`config.mk`:
```
export PLATFORM = sky130hd
export DESIGN_NAME = adc_spi_rx12
export DESIGN_NICKNAME = d
export VERILOG_FILES = /design/src/rtl/adc_spi_rx12.sv
export SDC_FILE = /design/constraint.sdc
export NUM_CORES = 1
export LEC_CHECK = 0
export CAP_MARGIN = 20
export CELL_PAD_IN_SITES_DETAIL_PLACEMENT = 0
export CELL_PAD_IN_SITES_GLOBAL_PLACEMENT = 1
export CORE_ASPECT_RATIO = 1.25
export CORE_MARGIN = 4
export CORE_UTILIZATION = 35
export CTS_BUF_LIST = sky130_fd_sc_hd__clkbuf_4 sky130_fd_sc_hd__clkbuf_8 sky130_fd_sc_hd__clkbuf_16
export DETAILED_ROUTE_END_ITERATION = 10
export HOLD_SLACK_MARGIN = 0.08
export PLACE_DENSITY = 0.67
export SYNTH_ARGS = -nofsm -noshare
export SYNTH_HDL_FRONTEND = slang
export SYNTH_SLANG_ARGS = --single-unit
```
`constraint.sdc`:
```
create_clock -name i_clk -period 1.9 [get_ports i_clk]
set_input_delay 0.285 -clock i_clk [delete_from_list [all_inputs] [get_ports i_clk]]
set_output_delay 0.285 -clock i_clk [all_outputs]
set_load 0.01 [all_outputs]
```
`src/rtl/adc_spi_rx12.sv`:
```
// SPI master that captures one 12-bit ADC sample per start strobe: a 16-SCLK frame
// (4 leading zeros, then D11..D0 MSB first) followed by a quiet gap with NCS high.
module adc_spi_rx12 #(
   parameter int SCLK_DIV = 1,
   parameter int Q_CLKS   = 2
) (
   input  logic        i_clk,
   input  logic        i_nrst,
   input  logic        i_st,
   input  logic        i_sdata,
   output logic        o_ncs,
   output logic        o_sclk,
   output logic [11:0] o_do,
   output logic        o_ok,
   output logic        o_err,
   output logic        o_busy
);

   localparam int DIV_W = (SCLK_DIV > 2) ? $clog2(SCLK_DIV) : 1;
   localparam int Q_W   = (Q_CLKS > 2) ? $clog2(Q_CLKS - 1) : 1;
   localparam logic [DIV_W-1:0] DIV_RELOAD = DIV_W'(SCLK_DIV - 1);
   localparam logic [Q_W-1:0]   Q_LAST     = Q_W'((Q_CLKS >= 2) ? Q_CLKS - 2 : 0);

   typedef enum logic [1:0] {S_IDLE, S_FRAME, S_QUIET} state_t;

   state_t           r_state, w_state_nxt;
   logic [DIV_W-1:0] r_div, w_div_nxt;
   logic [4:0]       r_bit, w_bit_nxt;
   logic [15:0]      r_shift, w_shift_nxt;
   logic [Q_W-1:0]   r_q, w_q_nxt;
   logic             r_ncs, w_ncs_nxt;
   logic             r_sclk, w_sclk_nxt;
   logic [11:0]      r_do, w_do_nxt;
   logic             r_ok, w_ok_nxt;
   logic             r_err, w_err_nxt;
   logic             r_busy, w_busy_nxt;

   always_ff @(posedge i_clk or negedge i_nrst) begin
      if (!i_nrst) begin
         r_state <= S_IDLE;
         r_div   <= '0;
         r_bit   <= '0;
         r_shift <= '0;
         r_q     <= '0;
         r_ncs   <= 1'b1;
         r_sclk  <= 1'b1;
         r_do    <= '0;
         r_ok    <= 1'b0;
         r_err   <= 1'b0;
         r_busy  <= 1'b0;
      end else begin
         r_state <= w_state_nxt;
         r_div   <= w_div_nxt;
         r_bit   <= w_bit_nxt;
         r_shift <= w_shift_nxt;
         r_q     <= w_q_nxt;
         r_ncs   <= w_ncs_nxt;
         r_sclk  <= w_sclk_nxt;
         r_do    <= w_do_nxt;
         r_ok    <= w_ok_nxt;
         r_err   <= w_err_nxt;
         r_busy  <= w_busy_nxt;
      end
   end

   // The half-period down-counter starts at zero, so the first tick after the start
   // edge is a lead-in that only drops SCLK for bit 0.
   always_comb begin
      w_state_nxt = r_state;
      w_div_nxt   = r_div;
      w_bit_nxt   = r_bit;
      w_shift_nxt = r_shift;
      w_q_nxt     = r_q;
      w_ncs_nxt   = r_ncs;
      w_sclk_nxt  = r_sclk;
      w_do_nxt    = r_do;
      w_ok_nxt    = 1'b0;
      w_err_nxt   = r_err;
      w_busy_nxt  = r_busy;

      case (r_state)
         S_IDLE: begin
            if (i_st) begin
               w_state_nxt = S_FRAME;
               w_ncs_nxt   = 1'b0;
               w_busy_nxt  = 1'b1;
               w_bit_nxt   = '0;
               w_div_nxt   = '0;
               w_shift_nxt = '0;
            end
         end
         S_FRAME: begin
            if (r_div != '0) begin
               w_div_nxt = r_div - 1'b1;
            end else begin
               w_div_nxt = DIV_RELOAD;
               if (!r_sclk) begin
                  w_sclk_nxt  = 1'b1;
                  w_shift_nxt = {r_shift[14:0], i_sdata};
                  w_bit_nxt   = r_bit + 5'd1;
               end else if (r_bit != 5'd16) begin
                  w_sclk_nxt = 1'b0;
               end else begin
                  w_ncs_nxt = 1'b1;
                  w_do_nxt  = r_shift[11:0];
                  w_err_nxt = |r_shift[15:12];
                  w_ok_nxt  = 1'b1;
                  w_q_nxt   = '0;
                  if (Q_CLKS > 1) begin
                     w_state_nxt = S_QUIET;
                  end else begin
                     w_state_nxt = S_IDLE;
                     w_busy_nxt  = 1'b0;
                  end
               end
            end
         end
         S_QUIET: begin
            // The ok cycle already counts as the first quiet cycle.
            if (r_q == Q_LAST) begin
               w_state_nxt = S_IDLE;
               w_busy_nxt  = 1'b0;
            end else begin
               w_q_nxt = r_q + 1'b1;
            end
         end
         default: begin
            w_state_nxt = S_IDLE;
         end
      endcase
   end

   assign o_ncs  = r_ncs;
   assign o_sclk = r_sclk;
   assign o_do   = r_do;
   assign o_ok   = r_ok;
   assign o_err  = r_err;
   assign o_busy = r_busy;

endmodule

```
Word level (Yosys, flattened, before mapping)
Cells that the tools add are included.
{"block": "word_totals", "latchBits": 0, "inputBits": 4, "mem_bits_ro": 0, "n_memories": 0, "word_cells": 72, "mem_bits_rw": 0, "reg_bits": 42}
{"block": "op_classes", "n_addsub": 3, "mul": 0, "n_mux": 34, "n_eq_ne": 9, "shift": 0, "n_reduce_logical": 13, "order_cmp": 0, "div": 0, "bitwise_logic": 2}
{"op": "16-bit 2-to-1 mux", "count": 3}
{"op": "16-bit one-hot mux with 2 select lines", "count": 1}
{"op": "1-bit 2-to-1 mux", "count": 16}
{"op": "5-bit 2-to-1 mux", "count": 3}
{"op": "2-bit inequality test, second input constant", "count": 6}
{"op": "4-bit AND reduction", "count": 3}
{"op": "2-bit 2-to-1 mux", "count": 5}
{"op": "5-bit one-hot mux with 2 select lines", "count": 1}
{"op": "5-bit AND reduction", "count": 2}
{"op": "1-bit one-hot mux with 2 select lines", "count": 4}
{"op": "2-bit one-hot mux with 3 select lines", "count": 1}
{"op": "2-bit nonzero test", "count": 3}
{"op": "5-bit by 1-bit adder with 5-bit output, second input constant", "count": 1}
{"op": "5-bit inequality test, second input constant", "count": 1}
{"op": "2-bit AND reduction", "count": 2}
{"op": "4-bit OR reduction", "count": 1}
{"op": "3-bit AND reduction", "count": 1}
{"op": "2-bit by 1-bit == test with 1-bit output, second input constant", "count": 1}
{"op": "2-bit == test, second input constant", "count": 1}
{"op": "2-bit zero test", "count": 1}
{"op": "1-bit NOT", "count": 2}
{"op": "1-bit adder, second input constant", "count": 1}
{"op": "1-bit subtractor, second input constant", "count": 1}

Depth between registers and ports, before layout
Gate-level depths: netlist of the first run.
{"block": "logic_depth", "depth_word": 5, "ltp_mapped": 6}

Least setup slack after synthesis of the first run
Ideal clock, no wire load.
{"block": "synth_timing", "path_kind": "flip-flop to flip-flop", "startpoint": "register r_bit[0]", "endpoint": "register r_do[10], in the netlist o_do[10]", "synth_period_minus_slack_ps": 1611, "setup_ps": 125, "arrival_ps": 1486, "path_buffers": 1, "path_slack_ps": 289, "path_stages_with_launch": 7, "t_required_ps": 1775, "cell_sequence": "dfrtp_1 > inv_1 > ha_1 > nand4bb_1 > nor2_4 > buf_4 > mux2_2"}
{"block": "synth_via", "elab_chain_cells": 3}
{"element": "start, declared", "line": "28", "text": "logic [4:0] r_bit, w_bit_nxt;"}
{"element": "start signal, assigned", "line": "54", "text": "r_bit <= w_bit_nxt;"}
{"element": "5-bit inequality test", "line": "101", "text": "end else if (r_bit != 5'd16) begin"}
{"element": "1-bit NOT (no source line)"}
{"element": "4-bit AND reduction (no source line)"}
{"element": "end signal, assigned", "line": "59", "text": "r_do <= w_do_nxt;"}
{"element": "end, declared", "line": "33", "text": "logic [11:0] r_do, w_do_nxt;"}
Every way passes these cells.
A chain may end at the register's enable or synchronous reset.

Worst setup path after layout of the first run
{"block": "layout_timing", "startpoint": "register r_sclk, in the netlist o_sclk", "endpoint": "output o_sclk"}
{"element": "start, declared", "line": "32", "text": "logic r_sclk, w_sclk_nxt;"}
{"element": "start signal, assigned", "line": "58", "text": "r_sclk <= w_sclk_nxt;"}
{"element": "end, declared", "line": "12", "text": "output logic o_sclk,"}
No word-level cell between the ends.

==> results of run 1 <==
[logic make-up (layout without fill, tap and decap cells)]
kind of cell	count (synthesis)	in the layout	share of synthesized area, %
adder cells (fa/ha/maj)	2	2	1.53
multiplexers	14	14	9.55
flip-flops	40	40	61.3
buffers and inverters	11	40	3.82
XOR/XNOR	1	1	0.535
AO/OA/AOI/OAI	33	33	14.2
AND/OR/NAND/NOR	24	24	9.09
[cells in the mapped netlist (2+ instances only)]
cell type,n
sky130_fd_sc_hd__ha_1,2
sky130_fd_sc_hd__dfstp_2,2
sky130_fd_sc_hd__mux2_2,13
sky130_fd_sc_hd__a21oi_1,4
sky130_fd_sc_hd__buf_6,2
sky130_fd_sc_hd__nor3b_1,2
sky130_fd_sc_hd__nor2_1,4
sky130_fd_sc_hd__nand2_1,7
sky130_fd_sc_hd__o21ai_0,8
sky130_fd_sc_hd__nand3_1,2
sky130_fd_sc_hd__a22o_1,11
sky130_fd_sc_hd__a22oi_1,6
sky130_fd_sc_hd__dfrtp_1,38
sky130_fd_sc_hd__buf_2,2
sky130_fd_sc_hd__inv_1,5
[worst min-delay path by stage]
stage                     start           to  slack, ns  cells past startpoint
global route        r_shift[15]  r_shift[15]       0.53                      1
detailed placement       i_nrst   r_state[1]       0.38                      2
global placement         i_nrst        o_err       0.38                      2
finish              r_shift[15]  r_shift[15]       0.50                      1
floorplan                i_nrst       o_busy      -0.01                      0
CTS                 r_shift[15]  r_shift[15]       0.50                      1
[per-layer routing]
metal	up-vias	GRT usage [%]	part of all wire [%]
li1	507	-	-
met1	549	14.7	45
met2	25	19.6	49
met3	2	5.03	5.4
met4	0	3.20	0.39
met5	-	0	0
[per-stage QoR]
stage | utilization (%) | cells | hold WS [ns] | area [µm²] | total power (W)
after global placement | 42.7 | 201 | 0.375 | 1900 | 0.00259
after CTS | 45.0 | 210 | 0.504 | 2010 | 0.00322
after detailed placement | 42.7 | 201 | 0.377 | 1900 | 0.00263
after floorplan | - | 125 | -0.0106 | 1640 | 0.00219
final | 45.3 | 212 | 0.504 | 2020 | 0.00321
after global routing | 45.3 | 212 | 0.532 | 2020 | 0.00345
[report_power, final]
part / switching (W) / leakage, nW / internal, W
logic: 0.000533 / 0.346 / 0.000647
clock network: 0.000288 / 0.0510 / 0.000290
registers: 0.000267 / 0.520 / 0.00118
total: 0.00109 / 0.917 / 0.00212
[area by class of cell]
class | instances | area, µm² | share of cell area [%]
clock buffer | 6 | 82.6 | 4.08
clock inverter | 2 | 10.0 | 0.495
timing repair buffer | 27 | 263 | 13.0
tap | 58 | 72.6 | 3.59
multi-input combinational | 74 | 572 | 28.3
sequential | 40 | 1000 | 49.6
inverter | 5 | 18.8 | 0.928
[sequential cells by signal, indices dropped and copies added (netlist names)]
register / cells
o_busy: 1
o_do: 12
o_err: 1
o_ncs: 1
o_ok: 1
o_sclk: 1
r_bit: 5
r_shift: 16
r_state: 2
[what timing repair did]
action                                  CTS  global route
endpoints found under the hold margin    38             0
hold buffers                              1             0
buffers inserted                          0             2
endpoints found under the setup margin    0             1
[cell usage in the layout, fill, tap and decap left out, drive strengths merged, types with 4 or more instances in the layout]
| cell | n |
|---|---|
| a21oi | 4 |
| a22o | 11 |
| a22oi | 6 |
| buf | 7 |
| clkbuf | 6 |
| clkdlybuf4s50 | 19 |
| dfrtp | 38 |
| inv | 5 |
| mux2 | 13 |
| nand2 | 7 |
| nor2 | 5 |
| o21ai | 8 |
==> results.cfg, run 1 <==
[setup_path]
worstPathRequired_ns = 1.62
reg_to_reg_endpoint = o_do[7]
slowest_delay_ns = 0.61
worst_path_dominant_cell_family = flip-flops
path_max_fanout = 8
worst_ep_arrival_time_ns = 1.44
reg2reg_slack_ns = 0.22
cp_num_cells = 1
worstSetupPathType = flop to output port
critical_path_top_delay_cell = sky130_fd_sc_hd__dfstp_2
critPathBufInv = 1
worst_setup_path_endpoint = o_sclk
reg2reg_from = r_bit[0]
path_cells = clkdlybuf4s50_1
crit_path_start_kind = flop
critical_path.startpoint = o_sclk
worst_r2r_path_depth = 6
crit_path_end_kind = output port

[sta]
max_slew.worst_pin.slew_ns = 0.779
final_critical_path_setup_slack_ns = 0.170
max_clk_rate_mhz = 578
max-slew-margin-rel_pct = 47.9
setup_tns_ns = 0
post-route-period-util_pct = 91.0
hold_viol_final = 0
layout_min_cycle_time_ns = 1.73
finalSetupViolations = 0
report.final.slew_viol_count = 0
rsz_0062_raised_after_global_routing = no
skew_ns = 0.00755

[clock_tree]
cts-htree-levels = 2
root_buffer = sky130_fd_sc_hd__clkbuf_8
tritoncts = built
cts-buffers-inserted = 5
clock_sink_count = 40
clockBufferDepth = 2
cts_resized = 0
clock_latency_ns = 0.29
clkTransAtPathRegs_ns = 0.07

[logic_synthesis]
asyncSetResetFlopFracSynth_pct = 100
post_synth_main_area_contributors = sky130_fd_sc_hd__dfrtp_1, sky130_fd_sc_hd__mux2_2, sky130_fd_sc_hd__a22o_1, sky130_fd_sc_hd__dfstp_2, sky130_fd_sc_hd__a22oi_1
synthDominantAreaCellType = sky130_fd_sc_hd__dfrtp_1
syn-mean-instance-area_um2 = 13.1
post_synth_top_flop = sky130_fd_sc_hd__dfrtp_1
yosys_warnings = 0
synth.lib_cells_used.distinct = 32
synth_cells = 125
seq_cells_post_synth = 40
synth_area_mm2 = 0.00164
synth_enable_flop_cells = 0
syn-num-nets = 131
yosysSeqAreaShare_pct = 61.3
synth.top_cell.area_share_pct = 58.1

[detailed_routing]
drtAntennaViolNets = 0
drc = 0
totalWireLength_mm = 3.10
initialDrtViolationCount = 44
num_vias = 1083
post_drt_wl_per_cell_um = 14.6
drt_first_pass_iters = 4
route.detailed.vias_per_inst = 5.11

[grt]
remaining_overflow_grt = 0
grt_start_max_net_pins = 41
via_count_of_the_first_global_routing_pass = 1193
globalRouteTotalUtil_pct = 12.0
wire_length_of_the_first_global_routing_pass_mm = 5.68
grt_antenna_before_repair = 0

[status]
outcome = finished clean

[die]
floorplan.die_area_mm2 = 0.00584
die_boundary_width_um = 69.2
starting_density_of_the_core_pct = 36.7
std_cell_rows = 27
floorplan.die.height_um = 84.5
floorplan.core_area_mm2 = 0.00446
design.portCount = 21

[place]
port-buffer-count = 20
detailedPlacementHpwl_mm = 2.08
place_ws_ns = 0.0645
globalplace.congestion = 0.737

[final_layout]
antenna_cells = 0
fillers = 435
layout_cells_sized_above_1_pct = 22.7
num-nets-final = 159
syn2layout_area_growth_pct = 23.5

[job]
max-cap-violations = 0

[pwr]
powerDensity_mw_per_mm2 = 1590
max-vdd-ir-drop_mv = 0.756
cellLeakagePower_nw = 0.917

[worst_hold_path]
hold_path.class = flop to flop
No activity file was read; power rests on OpenSTA's default activity.
==> run 2: changes to the inputs <==
clock period = 1.95 ns   (was 1.9 ns; I/O delays follow)
==> results.cfg, run 2 (same netlist as run 1, synthesis figures left out) <==
[grt]
via_count_of_the_first_global_routing_pass = 1152
grt_most_used_layer = met2
met3_track_demand_over_resource_pct = 3.11
grt_antenna_before_repair = 0
met1_track_usage_gr_pct = 14.1
grt.met2_usage_pct = 19.0
grt_start_max_net_pins = 41
wire_length_of_the_first_global_routing_pass_mm = 5.44
globalRouteTotalUtil_pct = 11.7
remaining_overflow_grt = 0

[pwr]
clkPwrFrac_pct = 18.0
cellLeakagePower_nw = 0.913
p_seq_share_pct = 46.4
combPwrFrac_pct = 35.6
p_int_w = 0.00205
max-vdd-ir-drop_mv = 0.776
switching_share_of_total_power_pct = 34.1
p_switching_w = 0.00106
powerDensity_mw_per_mm2 = 1540

[place]
number_of_instances_in_the_placed_design = 202
port-buffer-count = 20
placed_inst_area_mm2 = 0.00191
globalplace.congestion = 0.734
detailedPlacementHpwl_mm = 2.11

[worst_hold_path]
hold_path.class = flop to flop
hold_start = r_shift[15]

[final_layout]
syn2layout_area_growth_pct = 23.0
layout_cells_sized_above_1_pct = 22.2
num-nets-final = 158
registers.top_by_ff_count = r_shift
finish.cell_count_without_fillers = 211
antenna_cells = 0
mostFrequentLayoutCells = sky130_fd_sc_hd__dfrtp_1, sky130_fd_sc_hd__clkdlybuf4s50_1, sky130_fd_sc_hd__mux2_2
design_area_mm2 = 0.00201
largest_reg_flops = 16
layout.cells.most_common = sky130_fd_sc_hd__dfrtp_1

[clock_tree]
clkTransAtPathRegs_ns = 0.07
root_buffer = sky130_fd_sc_hd__clkbuf_8
cts_resized = 0
clock_sink_count = 40
clockBufferDepth = 2
clock_latency_ns = 0.29
post_cts_buffers = 0
tritoncts = built
cts-htree-levels = 2
cts-buffers-inserted = 5

[die]
starting_density_of_the_core_pct = 36.7
std_cell_rows = 27
die_boundary_width_um = 69.2
floorplan.core_area_mm2 = 0.00446
floorplan.die.height_um = 84.5
floorplan.die_area_mm2 = 0.00584
design.portCount = 21

[sta]
layout_min_cycle_time_ns = 1.85
max_slew.worst_pin.slew_ns = 0.785
post-route-period-util_pct = 95.0
hold_viol_final = 0
report.final.slew_viol_count = 0
setup_tns_ns = 0
skew_ns = 0.00429
rsz_0062_raised_after_global_routing = no
finalSetupViolations = 0
max_clk_rate_mhz = 540
max-slew-margin-rel_pct = 47.5

[detailed_routing]
initialDrtViolationCount = 55
totalWireLength_mm = 3.14
num_vias = 1074
drc = 0
route.detailed.vias_per_inst = 5.09
drtAntennaViolNets = 0
post_drt_wl_per_cell_um = 14.9
drt_first_pass_iters = 4

[setup_path]
path_max_fanout = 14
reg2reg_from = o_sclk
worstSetupPathType = flop to output port
worst_ep_arrival_time_ns = 1.56
critical_path.startpoint = o_sclk
worst_path_dominant_cell_family = flip-flops
critical_path_top_delay_cell = sky130_fd_sc_hd__dfstp_2
reg2reg_slack_ns = 0.22
crit_path_end_kind = output port
critPathBufInv = 1
path_cells = clkdlybuf4s50_1
crit_path_start_kind = flop
slowest_delay_ns = 0.69
worstPathRequired_ns = 1.66

[status]
outcome = finished clean

[job]
max-cap-violations = 0
-- run 2: cell types whose count changed in the layout (fill, tap and decap cells not counted) --
| cell | delta |
|---|---|
| sky130_fd_sc_hd__buf_4 | -1 |
-- run 2: power by group through the flow --
stage	sequential [W]	combinational [W]	clock [W]
5_1_grt	0.00149	0.00123	0.000603
4_1_cts	0.00144	0.00112	0.000578
3_5_place_dp	0.00145	0.00112	0
2_1_floorplan	0.00143	0.000705	0
3_3_place_gp	0.00144	0.00109	0
6_report	0.00144	0.00110	0.000559
-- run 2: path summary, 6_finish.rpt --
path / depth (start not counted) / end
hold reg to reg: 1 / r_shift[15]
max in group asynchronous: 3 / o_ncs
min in group asynchronous: 3 / r_state[0]
hold / removal: 1 / r_shift[15]
setup / recovery: 1 / o_sclk
setup reg to reg: 3 / r_shift[0]
-- run 2: cell type report --
cell class	count	area (µm²)
Fill cell	436	2440
Sequential cell	40	1000
Multi-Input combinational cell	74	572
Timing Repair Buffer	26	255
Clock buffer	6	82.6
Tap cell	58	72.6
Inverter	5	18.8
Clock inverter	2	10.0
-- run 2: metrics by stage --
stage | util, % | total power [W] | setup WS, ns | hold WS, ns
2_1_floorplan | - | 0.00213 | 0.339 | -0.00309
3_3_place_gp | 42.9 | 0.00253 | 0.174 | 0.379
3_5_place_dp | 42.9 | 0.00257 | 0.130 | 0.386
4_1_cts | 45.2 | 0.00314 | 0.0757 | 0.505
5_1_grt | 45.2 | 0.00332 | 0.0512 | 0.519
6_report | 45.2 | 0.00310 | 0.0985 | 0.503
-- run 2: what timing repair did --
| action | in CTS | in global routing |
|---|---|---|
| hold buffers | 1 | 0 |
| endpoints found under the hold margin | 38 | 0 |
| setup endpoints to repair | 0 | 0 |
-- run 2: layer usage --
metal  vias to the layer above  wire length [µm]  part of all wire (%)
li1                        504                 -                     -
met1                       543              1430                    46
met2                        19              1510                    48
met3                         8               117                   3.7
met4                         0                78                   2.5
met5                         -                 0                     0
==> run 3: changes to the inputs <==
GPL_TIMING_DRIVEN = 1   (was unset)
==> results of run 3 <==
Final layout, timing and power as in run 2 (identical DEF).
==> RTL edit (flow settings as in run 1) <==
The parameter `Q_CLKS` goes from 2 to 8.
--- a/src/rtl/adc_spi_rx12.sv
+++ b/src/rtl/adc_spi_rx12.sv
@@ -2,7 +2,7 @@
 // (4 leading zeros, then D11..D0 MSB first) followed by a quiet gap with NCS high.
 module adc_spi_rx12 #(
    parameter int SCLK_DIV = 1,
-   parameter int Q_CLKS   = 2
+   parameter int Q_CLKS   = 8
 ) (
    input  logic        i_clk,
    input  logic        i_nrst,
Function: no difference found for any inputs over 10 cycles, from zero or initial values and one cycle with i_nrst low; that may be too few to reach the edited logic, so the function may still have changed.
==> RTL edit against run 1 <==
Via count rose by 21%; design area up 12%; total power is 13% higher; non-clock buffer count increased by 2; final cell count rose by 21%; synthesized area grew 15%; sequential cell count up 3; sequential power grew 9%; wire length rose by 25%; worst setup slack gained 6.7 ps; critical path type is now reg2reg; critical endpoint is now r_shift[15].
==> RTL edit: results (changes against run 1) <==
most common library cells after synthesis: 41 x dfrtp_1, 25 x nand2_1, 19 x nand3_1, 13 x o21ai_0, 12 x mux2_2 (was 38 x dfrtp_1, 13 x mux2_2, 11 x a22o_1, 8 x o21ai_0, 7 x nand2_1)
cells on worst reg2reg path: 4 (was 6)
run status: finished, final reports clean (unchanged)
First DRT Iteration DRCs: 58 (was 44)
inverters: 6 (was 5)
Layout Skew: 6.34 ps (was 7.55 ps)
Met3 Wirelength: 168 um (was 169 um)
placed instance area: 2160 um^2 (was 1900 um^2)
GRT Total Usage: 0.133 (was 0.120)
placed insts: 248 (was 201)
nonclk buf count: 29 (was 27)
WL/cell: 15.1 um (was 14.6 um)
worst hold endpoint: o_ncs (was r_shift[15])
Net count, final: 202 (was 159)
Post-Place Worst Slack: 19.8 ps (was 64.5 ps)
hold_ws: 460 ps (was 504 ps)
Int Pwr: 2.35 mW (was 2.12 mW)
leak pwr: 1.04 nW (was 0.917 nW)
clock buffer count: 8 (was 6)
met1 GRT Util: 0.184 (was 0.147)
share of cells above drive strength 1: 0.200 (was 0.227)
met2 usage: 0.200 (was 0.196)
Worst Hold Launch: o_ncs (was r_shift[15])
dpl hpwl: 2530 um (was 2080 um)
met2 wire len: 1930 um (was 1540 um)
#MultiIn Comb: 109 (was 74)
multi-input combinational area share: 0.313 (was 0.283)
delay-heaviest family, CP: simple AND/OR/NAND/NOR gates (was flip-flops)
buffering overhead: 0.122 (was 0.130)
final core occ: 0.441 (was 0.453)
VDD IR max: 0.000675 V (was 0.000756 V)
via count: 1315 (was 1083)
Slew headroom: 0.644 (was 0.479)
Clock buf/inv share: 0.0457 (was 0.0458)
Reg-to-Reg End: r_shift[15] (was o_do[7])
Power Sequential: 1.58 mW (was 1.45 mW)
Critical-path top delay cell: or3b_1 (was dfstp_2)
Cell Area, Synth: 1880 um^2 (was 1640 um^2)
vias in the first global route: 1405 (was 1193)
R2R Path Start: r_state[1] (was r_bit[0])
Comb power: 1.40 mW (was 1.18 mW)
r2r setup slk: 180 ps (was 220 ps)
max incr delay on CP: 510 ps (was 610 ps)
Non-Filler Instances: 257 (was 212)
Avg Cell Area, Syn: 11.1 um^2 (was 13.1 um^2)
syn_nets: 177 (was 131)
CP arrival: 1940 ps (was 1440 ps)
FILL cells: 497 (was 435)
M3 GR Usage: 0.0379 (was 0.0503)
first-pass GRT wire length: 7100 um (was 5680 um)
Seq/Total Area, Yosys: 0.574 (was 0.613)
# clock sinks: 43 (was 40)
Overall Power: 3.64 mW (was 3.21 mW)
Synth area leaders: dfrtp_1 55%, mux2_2 7.2%, nand3_1 5.1% (was dfrtp_1 58%, mux2_2 8.9%, a22o_1 5.9%)
[RTL edit: cells by family (layout without fill, tap and decap cells)]
| logic type | after synthesis | count (layout) | synth area share |
|---|---|---|---|
| AOI/OAI and AO/OA | 32 | 32 | 0.109 |
| xor gates and xnor gates | 1 | 1 | 0.00466 |
| adders and majority gates | 4 | 4 | 0.0266 |
| buffers and inverters | 17 | 43 | 0.0479 |
| DFF | 43 | 43 | 0.574 |
| muxes | 13 | 13 | 0.0772 |
| and+or+nand+nor | 59 | 59 | 0.160 |
[RTL edit: worst max path at each step]
stage               startpoint     endpoint  slack, ps  depth (start not counted)
floorplan             r_bit[0]      o_do[0]        270                          7
global placement          i_st  r_shift[10]         60                          5
detailed placement        i_st  r_shift[15]         20                          5
CTS                 r_state[1]  r_shift[15]        100                          4
global route        r_state[1]  r_shift[15]         70                          4
finish              r_state[1]  r_shift[15]        180                          4
